## config.mk

```make
export PLATFORM = sky130hd
export DESIGN_NAME = dc_mcl_layer_config_manager
export DESIGN_NICKNAME = d
export VERILOG_FILES = /design/src/rtl/dc_mcl_pkg.sv /design/src/rtl/dc_mcl_layer_geom.sv /design/src/rtl/dc_mcl_layer_config_manager.sv
export SDC_FILE = /design/constraint.sdc
export NUM_CORES = 1
export LEC_CHECK = 0
export BUFFER_PORTS_ARGS = -buffer_cell sky130_fd_sc_hd__buf_2
export CAP_MARGIN = 10
export CORE_MARGIN = 2
export CORE_UTILIZATION = 45
export DETAILED_ROUTE_END_ITERATION = 8
export GPL_TIMING_DRIVEN = 0
export PLACE_DENSITY = 0.73
export RECOVER_POWER = 100
export SLEW_MARGIN = 15
export SYNTH_ARGS = -nofsm -noshare
export SYNTH_HDL_FRONTEND = slang
export SYNTH_HIERARCHICAL = 1
export SYNTH_SLANG_ARGS = --single-unit
```

## constraint.sdc

```tcl
create_clock -name clk -period 7.29 [get_ports clk]
set_input_delay 0.729 -clock clk [delete_from_list [all_inputs] [get_ports clk]]
set_output_delay 0.729 -clock clk [all_outputs]
set_load 0.01 [all_outputs]
```

## src/rtl/dc_mcl_pkg.sv

```systemverilog
// Shared types and code points for the display-controller layer configuration path.
// Holds the sequencer state encoding and the scaling/position code constants.
package dc_mcl_pkg;

    typedef enum logic [1:0] {
        ST_IDLE = 2'd0,
        ST_CALC = 2'd1,
        ST_SEND = 2'd2
    } mcl_state_e;

    localparam logic [2:0] SCALE_NONE    = 3'b000;
    localparam logic [2:0] SCALE_FULL    = 3'b001;
    localparam logic [2:0] SCALE_X4      = 3'b010;
    localparam logic [2:0] SCALE_X2      = 3'b011;
    localparam logic [2:0] SCALE_HALF    = 3'b100;
    localparam logic [2:0] SCALE_QUARTER = 3'b101;

    localparam logic [2:0] POS_TL     = 3'b000;
    localparam logic [2:0] POS_TR     = 3'b001;
    localparam logic [2:0] POS_BL     = 3'b010;
    localparam logic [2:0] POS_BR     = 3'b011;
    localparam logic [2:0] POS_CENTRE = 3'b100;

    function automatic int lidx_width(input int n);
        return (n > 1) ? $clog2(n) : 1;
    endfunction

endpackage

```

## src/rtl/dc_mcl_layer_geom.sv

```systemverilog
// Combinational per-layer geometry: scaled image size clamped to the screen,
// and the placement offset derived from the position code.
module dc_mcl_layer_geom
    import dc_mcl_pkg::*;
#(
    parameter int W = 12
) (
    input  logic [W-1:0] in_w,
    input  logic [W-1:0] in_h,
    input  logic [W-1:0] out_w,
    input  logic [W-1:0] out_h,
    input  logic [2:0]   scale,
    input  logic [2:0]   pos,
    output logic [W-1:0] img_w,
    output logic [W-1:0] img_h,
    output logic [W-1:0] off_x,
    output logic [W-1:0] off_y
);

    logic [W+1:0] wide_w_s;
    logic [W+1:0] wide_h_s;

    // Two guard bits keep x4 upscaling exact before the clamp.
    function automatic logic [W+1:0] scale_dim(input logic [W-1:0] in_d,
                                               input logic [W-1:0] out_d,
                                               input logic [2:0]   code);
        logic [W+1:0] v;
        case (code)
            SCALE_NONE:    v = {2'b00, in_d};
            SCALE_FULL:    v = {2'b00, out_d};
            SCALE_X4:      v = {in_d, 2'b00};
            SCALE_X2:      v = {1'b0, in_d, 1'b0};
            SCALE_HALF:    v = {3'b000, in_d[W-1:1]};
            SCALE_QUARTER: v = {4'b0000, in_d[W-1:2]};
            default:       v = {2'b00, in_d};
        endcase
        return v;
    endfunction

    // Scaled size, saturated so the image never exceeds the screen.
    always_comb begin
        wide_w_s = scale_dim(in_w, out_w, scale);
        wide_h_s = scale_dim(in_h, out_h, scale);
        if (wide_w_s > {2'b00, out_w}) begin
            img_w = out_w;
        end else begin
            img_w = wide_w_s[W-1:0];
        end
        if (wide_h_s > {2'b00, out_h}) begin
            img_h = out_h;
        end else begin
            img_h = wide_h_s[W-1:0];
        end
    end

    // Placement offset; a fullscreen layer is always anchored at the origin.
    always_comb begin
        off_x = '0;
        off_y = '0;
        if (scale == SCALE_FULL) begin
            off_x = '0;
            off_y = '0;
        end else begin
            case (pos)
                POS_TL:     begin off_x = '0;                           off_y = '0;                           end
                POS_TR:     begin off_x = out_w - img_w;                off_y = '0;                           end
                POS_BL:     begin off_x = '0;                           off_y = out_h - img_h;                end
                POS_BR:     begin off_x = out_w - img_w;                off_y = out_h - img_h;                end
                POS_CENTRE: begin off_x = (out_w >> 1) - (img_w >> 1); off_y = (out_h >> 1) - (img_h >> 1); end
                default:    begin off_x = out_w;                        off_y = out_h;                        end
            endcase
        end
    end

endmodule

```

## src/rtl/dc_mcl_layer_config_manager.sv

```systemverilog
// Layer configuration sequencer: snapshots the switch settings on a request and
// emits one registered configuration record per layer over a valid/ready port.
module dc_mcl_layer_config_manager
    import dc_mcl_pkg::*;
#(
    parameter int NUM_LAYERS         = 2,
    parameter int SCR_SIZE_WIDTH     = 12,
    parameter int AXI_ARADDR_WIDTH   = 32,
    parameter int RGB_WIDTH          = 24,
    parameter int SCALE_METHOD_WIDTH = 2,
    parameter int UNDERRUN_CNT_WIDTH = 8,
    localparam int LIDX_W            = lidx_width(NUM_LAYERS)
) (
    input  logic                                   clk,
    input  logic                                   nrst,
    input  logic                                   en,
    input  logic [3*NUM_LAYERS-1:0]                sw_layer_pos,
    input  logic [3*NUM_LAYERS-1:0]                sw_layer_scaling,
    input  logic [SCALE_METHOD_WIDTH-1:0]          sw_scaling_method,
    input  logic [SCR_SIZE_WIDTH-1:0]              const_input_size_width,
    input  logic [SCR_SIZE_WIDTH-1:0]              const_input_size_height,
    input  logic [SCR_SIZE_WIDTH-1:0]              const_output_size_width,
    input  logic [SCR_SIZE_WIDTH-1:0]              const_output_size_height,
    input  logic [AXI_ARADDR_WIDTH*NUM_LAYERS-1:0] const_layer_address,
    input  logic [RGB_WIDTH-1:0]                   const_border_color,
    input  logic                                   user_int_valid,
    output logic                                   user_int_ready,
    input  logic                                   underrun,
    input  logic                                   frame_finished,
    output logic [SCR_SIZE_WIDTH-1:0]              conf_image_offset_x,
    output logic [SCR_SIZE_WIDTH-1:0]              conf_image_offset_y,
    output logic [SCR_SIZE_WIDTH-1:0]              conf_image_width,
    output logic [SCR_SIZE_WIDTH-1:0]              conf_image_height,
    output logic [SCR_SIZE_WIDTH-1:0]              conf_screen_width,
    output logic [SCR_SIZE_WIDTH-1:0]              conf_screen_height,
    output logic [SCR_SIZE_WIDTH-1:0]              conf_tex_width,
    output logic [SCR_SIZE_WIDTH-1:0]              conf_tex_height,
    output logic [SCALE_METHOD_WIDTH-1:0]          conf_scale_method,
    output logic [RGB_WIDTH-1:0]                   conf_border_color,
    output logic [AXI_ARADDR_WIDTH-1:0]            conf_tex_address,
    output logic [LIDX_W-1:0]                      conf_layer_idx,
    output logic                                   conf_last,
    output logic                                   conf_valid,
    input  logic                                   conf_ready,
    output logic                                   led_frame_underrun,
    output logic                                   led_frame_finished,
    output logic [UNDERRUN_CNT_WIDTH-1:0]          underrun_cnt
);

    localparam logic [LIDX_W-1:0] LAST_IDX = LIDX_W'(NUM_LAYERS - 1);
    localparam logic [UNDERRUN_CNT_WIDTH-1:0] CNT_MAX = {UNDERRUN_CNT_WIDTH{1'b1}};

    mcl_state_e                        state_r;
    mcl_state_e                        next_state_s;
    logic [LIDX_W-1:0]                 layer_idx_r;
    logic [3*NUM_LAYERS-1:0]           sw_pos_r;
    logic [3*NUM_LAYERS-1:0]           sw_scal_r;
    logic [SCALE_METHOD_WIDTH-1:0]     sw_method_r;
    logic                              accept_s;
    logic                              handshake_s;
    logic                              last_s;
    logic [2:0]                        cur_pos_s;
    logic [2:0]                        cur_scal_s;
    logic [AXI_ARADDR_WIDTH-1:0]       cur_addr_s;
    logic [SCR_SIZE_WIDTH-1:0]         geom_w_s;
    logic [SCR_SIZE_WIDTH-1:0]         geom_h_s;
    logic [SCR_SIZE_WIDTH-1:0]         geom_x_s;
    logic [SCR_SIZE_WIDTH-1:0]         geom_y_s;
    logic [UNDERRUN_CNT_WIDTH-1:0]     underrun_cnt_r;
    logic                              led_underrun_r;

    assign accept_s    = en && (state_r == ST_IDLE) && user_int_valid;
    assign handshake_s = en && (state_r == ST_SEND) && conf_ready;
    assign last_s      = (layer_idx_r == LAST_IDX);
    assign cur_pos_s   = sw_pos_r[3*int'(layer_idx_r) +: 3];
    assign cur_scal_s  = sw_scal_r[3*int'(layer_idx_r) +: 3];
    assign cur_addr_s  = const_layer_address[AXI_ARADDR_WIDTH*int'(layer_idx_r) +: AXI_ARADDR_WIDTH];

    dc_mcl_layer_geom #(
        .W (SCR_SIZE_WIDTH)
    ) u_geom (
        .in_w  (const_input_size_width),
        .in_h  (const_input_size_height),
        .out_w (const_output_size_width),
        .out_h (const_output_size_height),
        .scale (cur_scal_s),
        .pos   (cur_pos_s),
        .img_w (geom_w_s),
        .img_h (geom_h_s),
        .off_x (geom_x_s),
        .off_y (geom_y_s)
    );

    // FSM state register.
    always_ff @(posedge clk or negedge nrst) begin
        if (!nrst) begin
            state_r <= ST_IDLE;
        end else if (en) begin
            state_r <= next_state_s;
        end
    end

    // FSM next-state logic.
    always_comb begin
        next_state_s = state_r;
        case (state_r)
            ST_IDLE: begin
                if (user_int_valid) next_state_s = ST_CALC;
                else                next_state_s = ST_IDLE;
            end
            ST_CALC: next_state_s = ST_SEND;
            ST_SEND: begin
                if (conf_ready) next_state_s = last_s ? ST_IDLE : ST_CALC;
                else            next_state_s = ST_SEND;
            end
            default: next_state_s = ST_IDLE;
        endcase
    end

    // FSM outputs decoded from the state register.
    always_comb begin
        user_int_ready = (state_r == ST_IDLE);
        conf_valid     = (state_r == ST_SEND);
    end

    // Switch snapshot, layer index and the registered configuration record.
    always_ff @(posedge clk or negedge nrst) begin
        if (!nrst) begin
            layer_idx_r         <= '0;
            sw_pos_r            <= '0;
            sw_scal_r           <= '0;
            sw_method_r         <= '0;
            conf_image_offset_x <= '0;
            conf_image_offset_y <= '0;
            conf_image_width    <= '0;
            conf_image_height   <= '0;
            conf_screen_width   <= '0;
            conf_screen_height  <= '0;
            conf_tex_width      <= '0;
            conf_tex_height     <= '0;
            conf_scale_method   <= '0;
            conf_border_color   <= '0;
            conf_tex_address    <= '0;
            conf_layer_idx      <= '0;
            conf_last           <= 1'b0;
        end else if (en) begin
            if (accept_s) begin
                sw_pos_r    <= sw_layer_pos;
                sw_scal_r   <= sw_layer_scaling;
                sw_method_r <= sw_scaling_method;
                layer_idx_r <= '0;
            end else if (handshake_s && !last_s) begin
                layer_idx_r <= layer_idx_r + LIDX_W'(1);
            end
            if (state_r == ST_CALC) begin
                conf_image_offset_x <= geom_x_s;
                conf_image_offset_y <= geom_y_s;
                conf_image_width    <= geom_w_s;
                conf_image_height   <= geom_h_s;
                conf_screen_width   <= const_output_size_width;
                conf_screen_height  <= const_output_size_height;
                conf_tex_width      <= const_input_size_width;
                conf_tex_height     <= const_input_size_height;
                conf_scale_method   <= sw_method_r;
                conf_border_color   <= const_border_color;
                conf_tex_address    <= cur_addr_s;
                conf_layer_idx      <= layer_idx_r;
                conf_last           <= last_s;
            end
        end
    end

    // Underrun statistics; a request accept clears them and wins over a new underrun.
    always_ff @(posedge clk or negedge nrst) begin
        if (!nrst) begin
            underrun_cnt_r <= '0;
            led_underrun_r <= 1'b0;
        end else if (en) begin
            if (accept_s) begin
                underrun_cnt_r <= '0;
                led_underrun_r <= 1'b0;
            end else if (underrun) begin
                led_underrun_r <= 1'b1;
                if (underrun_cnt_r != CNT_MAX) underrun_cnt_r <= underrun_cnt_r + UNDERRUN_CNT_WIDTH'(1);
            end
        end
    end

    assign underrun_cnt       = underrun_cnt_r;
    assign led_frame_underrun = led_underrun_r;
    assign led_frame_finished = frame_finished;

endmodule
```

==> flow_summary.json <==
{
  "crit_slowest_cell": "fa_2",
  "die_area_um2": 29070,
  "ant_nets": 0,
  "drtIter0Drc": 1250,
  "synth_edf_count": 0,
  "fillers": 2496,
  "nets": 1885,
  "setup_viol": 0,
  "die_y_um": 170.5,
  "syn_area_um2": 12470,
  "yosysMostFrequentCell": "dfrtp_1",
  "finalCriticalPeriod_ns": 7.056,
  "ys_async_sr_fraction_pct": 100.0,
  "syn-num-nets": 1538,
  "htree_levels": 4,
  "start_kind": "register",
  "end_kind": "register",
  "reg2reg_to": "conf_image_offset_y[6]",
  "fmax_mhz": 141.7,
  "grt_max_degree": 101,
  "whs_endpoint": "conf_tex_address[6]",
  "r2r_cells": 30,
  "grt_pass1_vias": 11560,
  "synth_cell_types": 90,
  "coreArea_um2": 27100,
  "ys.flop_type": "dfrtp_1",
  "tns_ns": 0,
  "min_path_cells": 2,
  "syn_inst": 1338,
  "cp_common_cell": "buf_6",
  "clk_pin_slew_ns": 0.08,
  "violations": "capacitance limit, slew limit",
  "multi_input_area_um2": 7428,
  "ios": 325,
  "rsz0062_at_grt": "no",
  "layout-drive-gt1-share_pct": 21.38,
  "grtUsageTotal_pct": 28.00,
  "ys_warn_count": 6,
  "wl_per_cell_um": 20.29,
  "setup.worst_path.class": "reg2reg",
  "grt_overflow_total": 0,
  "seqCellArea_um2": 4531,
  "cp.required_ns": 7.62,
  "hold_buffers": 0,
  "finalHoldViolCount": 0,
  "dr.pass1.iters": 6,
  "pre_cts_slack_ns": -1.500,
  "yosys-top-cells-count": "dfrtp_1 (181), nand2_1 (136), o21ai_0 (111)",
  "worst_slew_pin_slew_ns": 4.486,
  "cts_made_buffers": 17,
  "status": "finished with violations",
  "max_slew_margin_pct": -199.1,
  "fin_skew_ns": 0.01350,
  "critical_path_arrival_ns": 7.39,
  "port_buffers": 323,
  "max-clock-path-buffers": 2,
  "die_x_um": 170.5,
  "hold_start": "conf_tex_address[6]",
  "dp_hpwl_mm": 32.25,
  "cts_tree": "yes",
  "crit_fanout": 10,
  "synth_top_area_share_pct": 36.31,
  "layout_setup_ws_ns": 0.2340,
  "min_period_over_period_pct": 96.79,
  "cp_slowest_stage_delay_ns": 0.44,
  "vias": 12300,
  "cts-root-buf": "clkbuf_16",
  "reg2reg_from": "last_s",
  "ys_ff_latch": 181,
  "synth_seq_area_share_pct": 36.31,
  "cap_violations": 1,
  "vias_per_cell": 5.944,
  "insertion_delay_ns": 0.44,
  "wl_mm": 42.00,
  "gp_congestion": 1.005,
  "min_path_type": "reg2reg",
  "r2r_slack_ns": 0.23,
  "area_growth_pct": 21.98,
  "antenna_cells": 0,
  "initial_core_util_pct": 46.02,
  "synth_area_leaders": "dfrtp_1 (36%), mux2_1 (6.8%), mux2_2 (6.1%)",
  "drcViolationCount": 0,
  "slew_violations": 82,
  "syn_area_per_cell_um2": 9.322,
  "synth.largest_area_cell": "dfrtp_1",
  "antenna_found_initial": 0,
  "clock_sinks": 181,
  "row_count": 60,
  "grt_first_pass_wirelength_mm": 63.48
}
==> routing by layer <==
metal	share of wire [%]	track usage [%]	vias up
li1	-	-	5610
met1	43	38.23	5914
met2	46	45.55	689
met3	8.6	4.442	91
met4	2.5	9.030	0
met5	0	0	-
==> flip-flops by register name, summed over array words and instances (netlist names), 8 cells and up <==
name,cells
underrun_cnt,8
conf_image_height,12
conf_image_width,12
conf_screen_height,12
conf_tex_address,32
conf_screen_width,12
conf_border_color,24
conf_tex_height,12
conf_tex_width,12
conf_image_offset_y,12
conf_image_offset_x,12
==> how the worst max path moves through the flow <==
stage,from,to,slack [ns],cells after the start
after detailed placement,last_s,conf_image_offset_x[6],-1.50,30
after global routing,last_s,conf_image_offset_x[8],0.001,29
after floorplan,last_s,conf_image_offset_x[9],0.54,29
final,last_s,conf_image_offset_y[6],0.23,30
after global placement,last_s,conf_image_offset_x[6],-1.48,30
after CTS,last_s,conf_image_offset_x[9],0.01,29
==> cell families after synthesis <==
kind of cell             count (synthesis)  synth area share (%)
AND/OR/NAND/NOR                        334                 12.85
flip-flops                             181                 36.31
buffers and inverters                  156                 5.607
multiplexers                           199                 17.40
adder cells (fa/ha/maj)                 53                 5.246
AO/OA/AOI/OAI                          397                 21.26
XOR/XNOR                                18                 1.324
==> cell type report <==
cell class / count / area share, %
inverter: 67 / 1.653
timing repair buffer: 331 / 9.761
tap: 372 / 3.059
clock buffer: 17 / 2.796
clock inverter: 15 / 1.275
multi-input combinational: 1001 / 48.82
buffer: 86 / 2.854
sequential: 181 / 29.78
==> repair_timing <==
| action | in CTS | in global routing |
|---|---|---|
| gates cloned | 0 | 0 |
| resized for setup | 41 | 30 |
| setup buffers | 0 | 7 |
| setup endpoints to repair | 23 | 19 |
| pin swaps | 1 | 8 |
==> critical path: cells and delay by family, from the launching register on <==
family,cells,cell delay (ns)
AO/OA/AOI/OAI,8,1.56
adder cells (fa/ha/maj),3,1.00
buffers and inverters,10,1.71
flip-flops,1,0.43
multiplexers,2,0.71
AND/OR/NAND/NOR,7,1.51
==> layout by cell type (no fill, tap or decap), types with 7 or more instances in the layout <==
| master | n |
|---|---|
| o21ai_0 | 105 |
| a21o_1 | 11 |
| nor2_1 | 64 |
| nand2b_1 | 16 |
| o221ai_1 | 11 |
| a22oi_1 | 9 |
| nor3_1 | 17 |
| nand2_1 | 136 |
| mux2_1 | 75 |
| nor3b_1 | 7 |
| xnor2_1 | 10 |
| nor2b_1 | 21 |
| mux2_2 | 68 |
| dfrtp_1 | 180 |
| ha_1 | 40 |
| xor2_1 | 7 |
| nand3_1 | 18 |
| o31ai_1 | 7 |
| a21oi_1 | 71 |
| maj3_1 | 9 |
| mux2i_1 | 56 |
| a211oi_1 | 14 |
| a221oi_1 | 7 |
| buf_2 | 174 |
| o21ai_1 | 8 |
| buf_4 | 14 |
| o211ai_1 | 9 |
| o22ai_1 | 18 |
| clkbuf_16 | 17 |
| a31oi_1 | 11 |
| o21a_1 | 17 |
| clkbuf_1 | 211 |
| inv_1 | 62 |
| nand4_1 | 9 |
==> through the flow <==
stage                     hold slack (ns)  cells  util [%]  area, um^2
after global placement             0.4585   2033     53.71       14560
after CTS                          0.2638   2065     56.57       15330
final                              0.4874   2070     56.14       15210
after detailed placement           0.4649   2034     53.85       14590
after global routing               0.4813   2070     56.14       15210
after floorplan                    0.4334   1338         -       12470
Power is left out: the tool's default activity adds up to more than one toggle a clock period on the data nets, which glitch-free logic cannot reach.
